===== config.mk =====
export PLATFORM = sky130hd
export DESIGN_NAME = tx_fifo
export DESIGN_NICKNAME = d
export VERILOG_FILES = /design/src/rtl/tx_fifo_pkg.sv /design/src/rtl/tx_fifo_mem.sv /design/src/rtl/tx_fifo.sv
export SDC_FILE = /design/constraint.sdc
export NUM_CORES = 1
export LEC_CHECK = 0
export CAP_MARGIN = 0
export CORE_UTILIZATION = 55
export DETAILED_ROUTE_END_ITERATION = 6
export PLACE_DENSITY = 0.77
export SYNTH_ARGS = -nofsm -noshare
export SYNTH_HDL_FRONTEND = slang
export SYNTH_HIERARCHICAL = 1
export SYNTH_SLANG_ARGS = --single-unit

===== constraint.sdc =====
create_clock -name CLK -period 2.85 [get_ports CLK]
set_input_delay 0.57 -clock CLK [delete_from_list [all_inputs] [get_ports CLK]]
set_output_delay 0.57 -clock CLK [all_outputs]
set_load 0.05 [all_outputs]

===== src/rtl/tx_fifo_pkg.sv =====
// Shared types and default sizing for the controller-to-UART byte FIFO.
package tx_fifo_pkg;

  localparam int TXF_DATA_WIDTH = 8;
  localparam int TXF_DEPTH      = 8;

  typedef enum logic [1:0] {
    ST_IDLE      = 2'd0,
    ST_LOAD      = 2'd1,
    ST_WAIT_BUSY = 2'd2,
    ST_WAIT_DONE = 2'd3
  } tx_fifo_state_e;

endpackage


===== src/rtl/tx_fifo_mem.sv =====
// Byte storage for tx_fifo: registered write port, combinational read port.
module tx_fifo_mem #(
  parameter int DATA_WIDTH = 8,
  parameter int DEPTH      = 8,
  parameter int ADDR_WIDTH = 3
) (
  input  logic                  CLK,
  input  logic                  RST,
  input  logic                  we,
  input  logic [ADDR_WIDTH-1:0] waddr,
  input  logic [DATA_WIDTH-1:0] wdata,
  input  logic [ADDR_WIDTH-1:0] raddr,
  output logic [DATA_WIDTH-1:0] rdata
);

  logic [DEPTH-1:0][DATA_WIDTH-1:0] mem;

  always_ff @(posedge CLK or posedge RST) begin
    if (RST)     mem        <= '0;
    else if (we) mem[waddr] <= wdata;
  end

  assign rdata = mem[raddr];

endmodule


===== src/rtl/tx_fifo.sv =====
// Byte FIFO between the system controller and the UART transmitter; the read
// side presents one byte, pulses TX_D_VLD, and pops once TX_BUSY acknowledges.
module tx_fifo
  import tx_fifo_pkg::*;
#(
  parameter  int DATA_WIDTH = TXF_DATA_WIDTH,
  parameter  int DEPTH      = TXF_DEPTH,
  localparam int ADDR_WIDTH = $clog2(DEPTH)
) (
  input  logic                  CLK,
  input  logic                  RST,
  input  logic [DATA_WIDTH-1:0] WR_DATA,
  input  logic                  WR_INC,
  output logic                  FULL,
  output logic                  EMPTY,
  output logic [ADDR_WIDTH:0]   COUNT,
  output logic [DATA_WIDTH-1:0] TX_P_DATA,
  output logic                  TX_D_VLD,
  input  logic                  TX_BUSY
);

  localparam logic [ADDR_WIDTH:0] PTR_ONE = {{ADDR_WIDTH{1'b0}}, 1'b1};

  logic [ADDR_WIDTH:0]   wptr, rptr;
  logic [DATA_WIDTH-1:0] rd_data;
  logic                  wr_en, pop, load;
  tx_fifo_state_e        state_q, state_d;

  // Pointers carry an extra wrap bit so full and empty are distinguishable.
  assign EMPTY = (wptr == rptr);
  assign FULL  = (wptr[ADDR_WIDTH] != rptr[ADDR_WIDTH]) &&
                 (wptr[ADDR_WIDTH-1:0] == rptr[ADDR_WIDTH-1:0]);
  assign COUNT = wptr - rptr;
  assign wr_en = WR_INC && !FULL;

  tx_fifo_mem #(
    .DATA_WIDTH (DATA_WIDTH),
    .DEPTH      (DEPTH),
    .ADDR_WIDTH (ADDR_WIDTH)
  ) u_mem (
    .CLK   (CLK),
    .RST   (RST),
    .we    (wr_en),
    .waddr (wptr[ADDR_WIDTH-1:0]),
    .wdata (WR_DATA),
    .raddr (rptr[ADDR_WIDTH-1:0]),
    .rdata (rd_data)
  );

  always_comb begin
    state_d  = state_q;
    load     = 1'b0;
    pop      = 1'b0;
    TX_D_VLD = 1'b0;
    case (state_q)
      ST_IDLE: begin
        if (!EMPTY) begin
          load    = 1'b1;
          state_d = ST_LOAD;
        end
      end
      ST_LOAD: begin
        TX_D_VLD = 1'b1;
        state_d  = ST_WAIT_BUSY;
      end
      // The entry stays occupied until the transmitter has taken it.
      ST_WAIT_BUSY: begin
        if (TX_BUSY) begin
          pop     = 1'b1;
          state_d = ST_WAIT_DONE;
        end
      end
      ST_WAIT_DONE: begin
        if (!TX_BUSY) state_d = ST_IDLE;
      end
      default: state_d = ST_IDLE;
    endcase
  end

  always_ff @(posedge CLK or posedge RST) begin
    if (RST) begin
      state_q   <= ST_IDLE;
      wptr      <= '0;
      rptr      <= '0;
      TX_P_DATA <= '0;
    end else begin
      state_q <= state_d;
      if (wr_en) wptr      <= wptr + PTR_ONE;
      if (pop)   rptr      <= rptr + PTR_ONE;
      if (load)  TX_P_DATA <= rd_data;
    end
  end

endmodule


## After elaboration in Yosys (flattened, before gate mapping)

Index checks and enable logic that the tools add are counted.

- Bits in registers: 82
- Input port bits: 12
- Output and inout port bits: 15
- Logic and storage cells: 47

- Add/sub/neg operators: 3
- Order comparisons: 3
- Eq/ne operators: 9
- Muxes and demuxes: 14
- Reductions and logical operators: 6

Operators by type and width:

| operator | count |
|---|---|
| $bwmux 64 | 1 |
| $bmux 8 s3 | 1 |
| $demux 8 s3 | 1 |
| $mux 8 | 2 |
| $add 4x1->4 const B | 2 |
| $lt 3x4->1 const B | 2 |
| $pmux 2 s4 | 1 |
| $mux 2 | 3 |
| $ne 2x2->1 const B | 3 |
| $mux 1 | 5 |
| $eq 2x2->1 const B | 2 |
| $eq 4x4->1 | 1 |
| $sub 4x4->4 | 1 |
| $eq 3x3->1 | 1 |
| $ge 3x1->1 const B | 1 |
| $logic_and 1x1->1 | 3 |
| $reduce_and 3->1 | 1 |
| $eq 2x1->1 const B | 1 |
| $logic_not 2->1 | 1 |
| $logic_not 1->1 | 1 |
| $ne 1x1->1 | 1 |

## Logic depth before layout (Yosys ltp)

Gate-level depths: netlist of the first run.

- Depth in word-level cells: 5
- Depth in mapped cells: 8
- Gate-level depth less buffers: 6

## Modules after synthesis

The synthesis of the first run kept the hierarchy.

Modules (own cells, without submodules):

| module | times used | cells an instance | area an instance (sq um) | sequential area each (sq um) |
|---|---|---|---|---|
| tx_fifo_mem | 1 | 173 | 2995.4 | 1601.5 |
| tx_fifo | 1 | 78 | 935.9 | 450.4 |

## Least setup slack after synthesis of the first run

OpenSTA, ideal clock, no wires.

- Kind: register to output
- From: reg wptr[0]
- To: out COUNT[2]
- Data arrival time: 1.843 ns
- Data required time: 2.280 ns
- Slack: 0.437 ns
- Cell stages (with the launch flop): 5
- Buffers on the path: 0
- Cells stage by stage: dfrtp_1 -> inv_1 -> ha_1 -> fa_1 -> xnor2_1

- Cells in the longest elaborated chain, start to end: 1

Ends and longest elaborated chain:

| what | line | source |
|---|---|---|
| from (decl) | tx_fifo.sv:24 | `logic [ADDR_WIDTH:0] wptr, rptr;` |
| from (signal assigned) | tx_fifo.sv:88 | `if (wr_en) wptr <= wptr + PTR_ONE;` |
| $sub 4x4->4 | tx_fifo.sv:33 | `assign COUNT = wptr - rptr;` |
| to (decl) | tx_fifo.sv:16 | `output logic [ADDR_WIDTH:0] COUNT,` |

No other way between the ends.

## Worst setup path after layout of the first run

- From: reg wptr[0]
- To: reg u_mem/mem[47] in the netlist's numbering

- Elaborated cells on any way between the ends: 10
- Classes of those cells: 2 x order compare; 1 x eq/ne; 3 x mux; 4 x reduce/logical

RTL lines:

| what | line | source |
|---|---|---|
| $eq 3x3->1 | tx_fifo.sv:32 | `(wptr[ADDR_WIDTH-1:0] == rptr[ADDR_WIDTH-1:0]);` |
| $logic_and 1x1->1 | tx_fifo.sv:31 | `assign FULL = (wptr[ADDR_WIDTH] != rptr[ADDR_WIDTH]) &&` |
| $logic_not 1->1 | tx_fifo.sv:34 | `assign wr_en = WR_INC && !FULL;` |
| $logic_and 1x1->1 | tx_fifo.sv:34 |  |
| net wr_en | tx_fifo.sv:26 | `logic wr_en, pop, load;` |
| to (signal, indexed assignment) | tx_fifo_mem.sv:20 | `else if (we) mem[waddr] <= wdata;` |
| to (decl) | tx_fifo_mem.sv:16 | `logic [DEPTH-1:0][DATA_WIDTH-1:0] mem;` |

The timed path passes the listed nets, and every way through them passes these cells.
A chain may end at the register's enable or synchronous reset.

==> reports/metrics.yaml, run 1 <==
synth:
  netlist_instances: 251
  netlist.area_leader.share: 0.522
  yosysSeqAreaShare: 0.522
  ys_warn_count: 6
  synth_flop_cell: "dfrtp_1"
  synth_enable_flop_cells: 0
  synth_cell_types: 28
  synth_area_leaders: "dfrtp_1 (52%), mux2_2 (23%), mux4_1 (11%)"
  syn_area_per_cell_sq_um: 15.7
  synthTopCellsByCount: "dfrtp_1 (82), mux2_2 (82), mux4_1 (16)"
  syn_area_sq_um: 3930
  synthArstFlopShare: 1.00
  synth_fp_nets: 273
  ys_ff_latch: 82
  synth_area_leader_cell: "dfrtp_1"
placement:
  gp_congestion: 0.706
  port_buffers: 26
  dpl.hpwl_mm: 4.84
power:
  power_density_nw_per_um2: 1400
  power_leakage_nw: 2.04
  ir_drop_uv: 627
detailed_routing:
  drt_pass1_iterations: 4
  wl_per_cell_um: 19.1
  avgViaCountPerCell: 5.76
  drtAntennaViolNets: 0
  post-route-drc-count: 0
  postRouteWirelength_mm: 7.45
  vias: 2248
  drtIter0Drc: 119
sta:
  fmax_mhz: 396
  whs_ns: 0.502
  tightestPinTransition_ns: 0.757
  clock_skew_ns: 0.00435
  setup_tns_ns: 0
  maxSlewViolCount: 0
  relSlewSlack: 0.495
  grt_setup_unrepaired: "no"
  min_period_ns: 2.53
  fin_crit_sh: 0.887
  hold_viol: 0
  final-setup-viol-count: 0
cts:
  clk_root_buffer_cell: "clkbuf_8"
  cts_tree: "built"
  clk_pin_slew_ns: 0.08
  insertion_delay_ns: 0.35
  numCtsBuffers: 9
  clk_path_buf_depth: 2
  post_cts_resized: 0
  htreeDepth: 3
  cts_sinks: 82
  cts_hold_buf: 0
  cts_setup_buffers: 0
critical_path:
  cp_data_arrival_time_ns: 2.76
  cp-end-kind: "flip-flop"
  critPathKind: "reg -> reg"
  cp.required_ns: 3.08
  path_max_fanout: 13
  cp-start-kind: "flip-flop"
global_route:
  grt_first_pass_wirelength_mm: 12.4
  globalRouteOverflowTotal: 0
  antenna_found_initial: 0
  grt_pass1_vias: 2342
  grt_max_degree: 55
  grt_usage: 0.231
floorplanning:
  coreArea_sq_um: 6830
  dieArea_sq_um: 7490
  io_pins: 27
  die_x_um: 86.5
  fp.dieH_um: 86.5
  rows: 30
  start_util: 0.575
job:
  maxCapViolations: 0
layout:
  diodes: 0
  drive_above_1_share: 0.418
  finalNetCount: 311
  layout-area-overhead-vs-synth_pct: 18.7
min_path:
  hp-class: "reg -> reg"
outcome:
  status: "finished clean"
[layout make-up]
cell class                      instances  area (sq um)
Fill cell                             506          2160
Sequential cell                        82          2050
Multi-Input combinational cell        146          1780
Timing Repair Buffer                   39           418
Clock buffer                           12           155
Tap cell                               96           120
Clock inverter                          4          97.6
Inverter                               11          41.3
[registers in the layout, indices dropped and copies added (netlist names)]
| name | flops |
|---|---|
| rptr | 4 |
| TX_P_DATA | 8 |
| state_q | 2 |
| u_mem/mem | 64 |
| wptr | 4 |
[power breakdown]
| part | leakage [nW] | switching (mW) | internal, mW |
|---|---|---|---|
| Combinational | 0.936 | 1.64 | 1.79 |
| Clock | 0.123 | 0.406 | 0.631 |
| Sequential | 0.985 | 0.297 | 1.76 |
| Total | 2.04 | 2.35 | 4.18 |
[layout by cell type, fill, tap and decap left out, drive strengths merged, types with 2 or more instances in the layout]
cell type,netlist,final
buf,10,19
bufinv,0,3
clkbuf,2,12
clkdlybuf4s50,0,20
dfrtp,82,82
ha,9,9
inv,11,11
mux2,82,82
mux4,16,16
nand2,4,4
nand3,3,3
nand4,2,2
nand4b,3,3
nor2,4,4
nor4bb,3,3
o21ai,2,2
xnor2,8,8
xor2,2,2
[cell families (layout without fill, tap and decap cells)]
family	count (synthesis)	in the layout	synth area share
flops	82	82	0.522
buf+inv	23	66	0.0290
fa+ha+maj	10	10	0.0337
compound gates	7	7	0.0146
mux	98	98	0.342
xor+xnor	10	10	0.0223
simple gates	21	21	0.0366
[through the flow]
step	utilization	total power, mW	instances	setup WS [ns]	instance area (sq um)
after global placement	0.646	5.42	374	0.379	4420
final	0.683	6.53	390	0.322	4670
after CTS	0.683	6.59	390	0.364	4670
after detailed placement	0.646	5.54	374	0.312	4420
after global routing	0.683	6.93	390	0.155	4670
after floorplan	-	4.45	251	0.437	3930
[worst max-delay path: stages (launching register included)]
cell and delay, ns:
dfrtp_1 0.39, inv_1 0.12, ha_1 0.26, nand3_1 0.18, o21a_1 0.40, nand4b_1 0.58
mux2_2 0.48
[per-layer routing]
metal,vias to the layer above,global-route usage,share of wire
met1,1199,0.311,0.45
met2,36,0.384,0.51
li1,1006,-,-
met4,0,0.0773,0.011
met3,7,0.0400,0.026
met5,-,0,0
[path summary, 6_finish.rpt]
kind,startpoint,endpoint,slack (ns),cells after the start
worst min register to register,u_mem/mem[49]$_DFFE_PP0P_,u_mem/mem[49]$_DFFE_PP0P_,0.50,1
worst max register to register,wptr[0]$_DFFE_PP0P_,u_mem/mem[47]$_DFFE_PP0P_,0.32,6
max in group asynchronous,RST,TX_P_DATA[5]$_DFFE_PP0P_,1.64,2
min in group asynchronous,RST,u_mem/mem[42]$_DFFE_PP0P_,0.52,2
worst max-delay path,wptr[0]$_DFFE_PP0P_,u_mem/mem[47]$_DFFE_PP0P_,0.32,6
worst min-delay path,u_mem/mem[49]$_DFFE_PP0P_,u_mem/mem[49]$_DFFE_PP0P_,0.50,1
(Power assumes the default switching activity.)
==> inputs of run 2 (changes only) <==
--- a/config.mk
+++ b/config.mk
@@ -6,9 +6,9 @@
 export NUM_CORES = 1
 export LEC_CHECK = 0
 export CAP_MARGIN = 0
-export CORE_UTILIZATION = 55
+export CORE_UTILIZATION = 45
 export DETAILED_ROUTE_END_ITERATION = 6
-export PLACE_DENSITY = 0.77
+export PLACE_DENSITY = 0.66
 export SYNTH_ARGS = -nofsm -noshare
 export SYNTH_HDL_FRONTEND = slang
 export SYNTH_HIERARCHICAL = 1
==> constraint.sdc (replaced) <==
create_clock -name CLK -period 2.55 [get_ports CLK]
set_input_delay 0.51 -clock CLK [delete_from_list [all_inputs] [get_ports CLK]]
set_output_delay 0.51 -clock CLK [all_outputs]
set_load 0.05 [all_outputs]
==> reports/metrics.yaml, run 2 (synthesized netlist as in run 1, its figures left out) <==
placement:
  post-place-cells: 393
  gp_congestion: 0.718
  dpl.hpwl_mm: 5.27
  port_buffers: 26
global_route:
  grt_usage: 0.193
  antenna_found_initial: 0
  grt_pass1_vias: 2318
  grt_max_degree: 48
  globalRouteOverflowTotal: 0
  grt_first_pass_wirelength_mm: 12.6
floorplanning:
  fp.dieH_um: 95.5
  dieArea_sq_um: 9110
  die_x_um: 95.5
  coreArea_sq_um: 8340
  io_pins: 27
  rows: 33
  start_util: 0.471
cts:
  numCtsBuffers: 9
  clk_root_buffer_cell: "clkbuf_8"
  cts_setup_buffers: 0
  post_cts_resized: 0
  cts_hold_buf: 0
  clk_pin_slew_ns: 0.08
  cts_tree: "built"
  insertion_delay_ns: 0.34
  cts_sinks: 82
  htreeDepth: 3
  clk_path_buf_depth: 2
min_path:
  whs_path_depth: 1
  hp-class: "reg -> reg"
  hold_start: "u_mem/mem[29]$_DFFE_PP0P_"
sta:
  setup_tns_ns: 0
  relSlewSlack: 0.658
  maxSlewViolCount: 0
  clock_skew_ns: 0.0111
  min_period_ns: 2.41
  fmax_mhz: 415
  fin_crit_sh: 0.945
  grt_setup_unrepaired: "no"
  hold_viol: 0
  final-setup-viol-count: 0
  tightestPinTransition_ns: 0.512
critical_path:
  cp.depth: 5
  path_delay_family: "buffers and inverters"
  critPathKind: "reg -> out"
  cp.buffers_inverters: 3
  cp-start-kind: "flip-flop"
  critical_path.slowest_cell: "fa_1"
  startpoint: "wptr[1]$_DFFE_PP0P_"
  crit_chain: "buf_4 -> inv_1 -> fa_1 -> xnor2_1 -> buf_12"
  cpPeakStageDelay_ns: 0.45
  cp_data_arrival_time_ns: 1.90
  cp-end-kind: "output port"
  path_max_fanout: 11
  r2r-start: "wptr[0]$_DFFE_PP0P_"
  cp.required_ns: 2.04
  reg2reg_depth: 7
power:
  p_switching_mw: 2.61
  total_power_mw: 7.06
  combPwrFrac: 0.556
  seq_power_share: 0.326
  power_density_nw_per_um2: 1510
  internal_power_mw: 4.45
  swShare: 0.369
  ir_drop_uv: 788
  p_clk_frac: 0.118
  power_leakage_nw: 2.06
layout:
  drive_above_1_share: 0.436
  largestRegisters: "u_mem/mem: 64 flops, TX_P_DATA: 8 flops"
  final-seq-area_sq_um: 2050
  final_cells: 408
  multi_input_area_sq_um: 1780
  largest_register: "u_mem/mem"
  layout_common_cells: "dfrtp_1 (82), mux2_2 (82), buf_4 (22), clkdlybuf4s50_1 (20), mux4_1 (16)"
  layout-area-overhead-vs-synth_pct: 19.2
  diodes: 0
  nFillCells: 708
  largest_reg_flops: 64
  finalNetCount: 321
detailed_routing:
  drtIter0Drc: 89
  avgViaCountPerCell: 5.50
  postRouteWirelength_mm: 7.64
  vias: 2245
  drt_pass1_iterations: 4
  drtAntennaViolNets: 0
  wl_per_cell_um: 18.7
  post-route-drc-count: 0
outcome:
  status: "finished clean"
job:
  maxCapViolations: 0
run 2: changes by cell type in the layout (fill, tap and decap cells not counted), sizes merged:
cell and change:
clkinv +3, clkinvlp -1, bufinv -3, buf +10
run 2: cell type report:
| type | instances | share of cell area |
|---|---|---|
| Tap cell | 105 | 0.0280 |
| Sequential cell | 82 | 0.438 |
| Clock buffer | 12 | 0.0331 |
| Timing Repair Buffer | 49 | 0.108 |
| Multi-Input combinational cell | 146 | 0.381 |
| Clock inverter | 3 | 0.00321 |
| Inverter | 11 | 0.00881 |
run 2: power groups by stage:
stage                     Clock, mW  Combinational [mW]  Sequential (mW)
after floorplan                   0                2.52             2.46
after global placement            0                3.88             2.31
after detailed placement          0                3.96             2.34
after CTS                     0.862                3.97             2.31
after global routing          0.915                4.21             2.39
final                         0.832                3.93             2.30
run 2: per-layer routing:
metal  vias up  routed length [um]  track usage
met5         -                   0            0
met4         0                  73       0.0634
met3         6                 167       0.0359
met2        31                3610        0.302
met1      1183                3800        0.272
li1       1025                   -            -
run 2: per-stage QoR:
stage	setup WS, ns	utilization	hold WS [ns]	instance area, sq um
final	0.139	0.562	0.500	4680
after global routing	0.0547	0.562	0.514	4680
after global placement	0.328	0.541	0.479	4510
after detailed placement	0.199	0.541	0.485	4510
after floorplan	0.197	-	0.449	3930
after CTS	0.101	0.562	0.503	4680
run 2: worst paths after layout:
check                      slack, ns                   endpoint
setup / recovery                0.14                   COUNT[2]
hold / removal                  0.50  u_mem/mem[29]$_DFFE_PP0P_
setup reg to reg                0.27  u_mem/mem[34]$_DFFE_PP0P_
hold reg to reg                 0.50  u_mem/mem[29]$_DFFE_PP0P_
max in group asynchronous       1.42  u_mem/mem[57]$_DFFE_PP0P_
min in group asynchronous       0.54   u_mem/mem[6]$_DFFE_PP0P_
